<file path="src/rtl/serial_add_pkg.sv">
// Shared types and constants for the bit-serial add/subtract engine.
// State encoding and default operand width.
package serial_add_pkg;

  localparam int DEFAULT_WIDTH = 8;

  typedef enum logic [1:0] {
    ST_IDLE = 2'd0,
    ST_RUN  = 2'd1,
    ST_DONE = 2'd2
  } state_t;

endpackage

</file>
<file path="src/rtl/fa_bit.sv">
// Combinational 1-bit full adder built from two half adders.
module fa_bit (
  input  logic i_a,
  input  logic i_b,
  input  logic i_cin,
  output logic o_s,
  output logic o_cout
);

  logic w_s0;
  logic w_c0;
  logic w_c1;

  half_adder u_ha0 (
    .i_a (i_a),
    .i_b (i_b),
    .o_s (w_s0),
    .o_c (w_c0)
  );

  half_adder u_ha1 (
    .i_a (w_s0),
    .i_b (i_cin),
    .o_s (o_s),
    .o_c (w_c1)
  );

  assign o_cout = w_c0 | w_c1;

endmodule

</file>
<file path="src/rtl/half_adder.sv">
// Combinational 1-bit half adder.
module half_adder (
  input  logic i_a,
  input  logic i_b,
  output logic o_s,
  output logic o_c
);

  assign o_s = i_a ^ i_b;
  assign o_c = i_a & i_b;

endmodule

</file>
<file path="src/rtl/serial_add_ctrl.sv">
// Bit-serial add/subtract: one full-adder cell stepped LSB-first
// over WIDTH cycles, with a one-cycle done pulse.
module serial_add_ctrl
  import serial_add_pkg::*;
#(
  parameter int WIDTH = DEFAULT_WIDTH,
  parameter int CNT_W = $clog2(WIDTH)
) (
  input  logic             clk,
  input  logic             rst,
  input  logic             start,
  input  logic             sub,
  input  logic [WIDTH-1:0] in1,
  input  logic [WIDTH-1:0] in2,
  output logic             busy,
  output logic             done,
  output logic [WIDTH-1:0] sum,
  output logic             carry
);

  state_t           r_state;
  state_t           w_next;
  logic [WIDTH-1:0] r_a_sh;
  logic [WIDTH-1:0] r_b_sh;
  logic [WIDTH-1:0] r_res;
  logic [WIDTH-1:0] r_sum;
  logic [CNT_W-1:0] r_cnt;
  logic             r_cf;
  logic             r_carry;
  logic             w_s;
  logic             w_cout;
  logic             w_last;

  fa_bit u_fa (
    .i_a    (r_a_sh[0]),
    .i_b    (r_b_sh[0]),
    .i_cin  (r_cf),
    .o_s    (w_s),
    .o_cout (w_cout)
  );

  assign w_last = (r_cnt == CNT_W'(WIDTH - 1));

  always_comb begin
    w_next = ST_IDLE;
    case (r_state)
      ST_IDLE: w_next = start ? ST_RUN : ST_IDLE;
      ST_RUN:  w_next = w_last ? ST_DONE : ST_RUN;
      ST_DONE: w_next = ST_IDLE;
      default: w_next = ST_IDLE;
    endcase
  end

  always_ff @(posedge clk or posedge rst) begin
    if (rst) begin
      r_state <= ST_IDLE;
      r_a_sh  <= '0;
      r_b_sh  <= '0;
      r_res   <= '0;
      r_sum   <= '0;
      r_cnt   <= '0;
      r_cf    <= 1'b0;
      r_carry <= 1'b0;
    end else begin
      r_state <= w_next;
      if (r_state == ST_IDLE && start) begin
        r_a_sh <= in1;
        r_b_sh <= sub ? ~in2 : in2;
        r_cf   <= sub;
        r_cnt  <= '0;
        r_res  <= '0;
      end else if (r_state == ST_RUN) begin
        r_res  <= {w_s, r_res[WIDTH-1:1]};
        r_a_sh <= r_a_sh >> 1;
        r_b_sh <= r_b_sh >> 1;
        r_cf   <= w_cout;
        // Park the counter at zero instead of letting it wrap
        r_cnt  <= w_last ? '0 : r_cnt + 1'b1;
        if (w_last) begin
          r_sum   <= {w_s, r_res[WIDTH-1:1]};
          r_carry <= w_cout;
        end
      end
    end
  end

  assign busy  = (r_state != ST_IDLE);
  assign done  = (r_state == ST_DONE);
  assign sum   = r_sum;
  assign carry = r_carry;

endmodule

</file>
<file path="config.mk">
export PLATFORM = sky130hd
export DESIGN_NAME = serial_add_ctrl
export DESIGN_NICKNAME = d
export VERILOG_FILES = /design/src/rtl/serial_add_pkg.sv /design/src/rtl/fa_bit.sv /design/src/rtl/half_adder.sv /design/src/rtl/serial_add_ctrl.sv
export SDC_FILE = /design/constraint.sdc
export NUM_CORES = 1
export LEC_CHECK = 0
export ABC_AREA = 1
export CAP_MARGIN = 20
export CORE_ASPECT_RATIO = 2
export CORE_MARGIN = 10
export CORE_UTILIZATION = 56
export CTS_CLUSTER_DIAMETER = 100
export CTS_CLUSTER_SIZE = 24
export DETAILED_ROUTE_END_ITERATION = 10
export PLACE_DENSITY = 0.93
export SLEW_MARGIN = 20
export SYNTH_ARGS = -nofsm -noshare
export SYNTH_HDL_FRONTEND = slang
export SYNTH_HIERARCHICAL = 1
export SYNTH_SLANG_ARGS = --single-unit
</file>
<file path="constraint.sdc">
create_clock -name clk -period 3.1 [get_ports clk]
set_input_delay 0.93 -clock clk [delete_from_list [all_inputs] [get_ports clk]]
set_output_delay 0.93 -clock clk [all_outputs]
set_load 0.01 [all_outputs]
</file>
==> impl_metrics.yaml <==
power:
  p_switching_w: 0.000731
  swShare_pct: 38.1
  pwr-share-comb_pct: 38.4
  seq_power_share_pct: 43.7
  leakagePower_nw: 1.14
  power_density_nw_per_um2: 877
  peakVddDrop_uv: 530
  pwr-share-clk_pct: 17.9
  p_int_w: 0.00119
logic_synthesis:
  synth_area_um2: 1820
  async_flop_share_pct: 100
  synth_top_area_share_pct: 52.3
  syn_area_per_cell_um2: 8.26
  ys_seq_area_share_pct: 52.3
  syn_inst: 220
  yosysTopAreaCell: "dfrtp_1"
  syn-num-nets: 244
  synth_top_cells_by_area: "dfrtp_1 52%, nand2_1 23%, nand3_1 4.4%, inv_1 4.1%, buf_6 3.1%"
  yosysMostFrequentCell: "nand2_1"
  ys_types: 19
  synth_edf_count: 0
  synth-main-ff-cell: "dfrtp_1"
  synth.yosys.warnings: 6
  ys_ff_latch: 38
  synthTopCellsByCount: "110 x nand2_1, 38 x dfrtp_1, 20 x inv_1"
placement:
  port_buffers: 30
  placed_cell_area_um2: 2100
  place_inst: 275
  dpl.hpwl_mm: 2.60
  gp_congestion: 0.787
worst_setup_path:
  crit_arrival_ps: 1660
  endpoint_kind: "primary output"
  worst-path-stages: 3
  crit_start: "r_state[0]"
  path_cells: "clkinv_2 > nand2_2 > clkdlybuf4s50_1"
  crit_required_ps: 2170
  crit_type: "flip-flop to primary output"
  worst-path-max-fanout: 8
  ff2ff_path_depth: 3
  path_delay_family: "buffers and inverters"
  cpPeakStageDelay_ps: 590
  critPathLaunchType: "flip-flop"
  regToRegStartpoint: "r_state[0]"
  critPathSlowestCell: "dfrtp_1"
  crit_buf_inv: 2
clocking:
  cts_hold_buf: 0
  cts_tree: "done"
  postCtsSetupBuffers: 0
  cts_resized: 0
  cts_buffers: 5
  clock_latency_ps: 300
  clkSlewWorstSetupHoldPaths_ps: 80
  htree_num_levels: 2
  clock-root-buffer: "clkbuf_8"
  cts_buffer_depth: 2
  clock-sinks: 38
drt:
  vias: 1439
  antenna_left: 0
  postRouteWirelength_mm: 3.55
  route.detailed.drc: 0
  first_pass_iters: 4
  viasPerCell: 5.08
  wl_per_cell_um: 12.5
  drtIter0Drc: 78
global_route:
  antenna_found_initial: 0
  grt.busiest_layer: "met2"
  grt_max_degree: 39
  grt_use_met2_pct: 23.3
  grtUsageTotal_pct: 12.7
  use_met1_pct: 11.8
  grt_pass1_vias: 1449
  overflow: 0
  grt_pass1_wl_mm: 6.06
  grt_use_met3_pct: 2.90
sta:
  slew_headroom_pct: 56.8
  finalCritPeriodShare_pct: 83.4
  tightest_slew_ps: 645
  setup_violations: 0
  hold_viol_final: 0
  fin_crit_ps: 2590
  finClkSkew_ps: 11.6
  slew_viol_final: 0
  max_freq_ghz: 0.387
  rsz0062_at_grt: "no"
  tns_ps: 0
hold_path:
  worst_hold_startpoint: "r_a_sh[7]"
  hold_class: "flip-flop to flip-flop"
  worstHoldPathCells: 2
status:
  status: "complete, no violations"
floorplan:
  rows: 29
  pin_count: 31
  die-area_um2: 6060
  start_util_pct: 57.6
  core-area_um2: 3160
  die_y_um: 101
  dieWidth_um: 60.3
cells_and_area:
  regArea_um2: 951
  fillers: 248
  drive_above_1_share_pct: 9.13
  fin_util_pct: 69.3
  syn2layout_area_growth_pct: 20.4
  stdcell_count: 283
  final_cell_area_um2: 2190
  diodes: 0
  nets: 275
  multi_input_area_um2: 709
run:
  cap_violations: 0
==> cells by family (layout without fill, tap and decap cells) <==
logic type                 after synthesis  in the layout  share of synthesized area [%]
buffers and inverters                   30             62                           8.61
adders and majority gates                4              4                           2.75
DFF                                     38             38                           52.3
AOI/OAI and AO/OA                       16             16                           6.27
and+or+nand+nor                        131            131                           29.5
xor gates and xnor gates                 1              1                          0.482
==> power by group through the flow <==
stage	clock (W)	combinational [W]	sequential, W
after floorplan	0	0.000522	0.000831
after global placement	0	0.000720	0.000837
after detailed placement	0	0.000750	0.000844
after CTS	0.000343	0.000754	0.000836
after global routing	0.000358	0.000844	0.000861
final	0.000344	0.000737	0.000838
==> registers in the layout, summed over array words and instances (netlist names) <==
| register | cells |
|---|---|
| carry | 1 |
| r_a_sh | 8 |
| r_b_sh | 8 |
| r_cf | 1 |
| r_cnt | 3 |
| r_res | 7 |
| r_state | 2 |
| sum | 8 |
==> routing by layer <==
layer / routed length [um] / part of all wire [%]
met1: 1330 / 38
met2: 1960 / 55
met3: 169 / 4.8
met4: 85 / 2.4
met5: 0 / 0
==> per-stage QoR <==
stage	hold WS (ps)	total power [W]	setup WS (ps)
final	483	0.00192	515
after global placement	457	0.00156	827
after detailed placement	466	0.00159	794
after global routing	506	0.00206	433
after floorplan	442	0.00135	1310
after CTS	485	0.00193	501
==> final timing paths <==
| kind | slack (ps) | to |
|---|---|---|
| hold / removal | 480 | r_a_sh[7] |
| setup reg to reg | 1680 | r_res[5] |
| max in group asynchronous | 1730 | r_a_sh[0] |
| setup / recovery | 510 | busy |
| min in group asynchronous | 1030 | r_a_sh[2] |
| hold reg to reg | 480 | r_a_sh[7] |
==> cell type report <==
class	count	share of cell area, %
Multi-Input combinational cell	152	32.4
Sequential cell	38	43.5
Inverter	23	4.12
Timing Repair Buffer	31	14.1
Clock inverter	3	0.973
Tap cell	31	1.77
Clock buffer	5	3.15
==> placed cells by master (no fill, tap or decap), types with 2 or more instances in the layout <==
cell type / instances
clkdlybuf4s50_1: 30
nand2_4: 2
ha_1: 4
o21ai_0: 8
nand3_1: 16
inv_1: 20
dfrtp_1: 38
o21ai_2: 6
clkbuf_8: 5
clkinv_2: 2
nand2_1: 110
==> worst reg2reg max path, delay by kind of cell, from the launching register on <==
kind             cells  cell delay, ps
AO/OA/AOI/OAI        2             710
flip-flops           1             520
AND/OR/NAND/NOR      1             110
No activity file was read; power rests on OpenSTA's default activity.
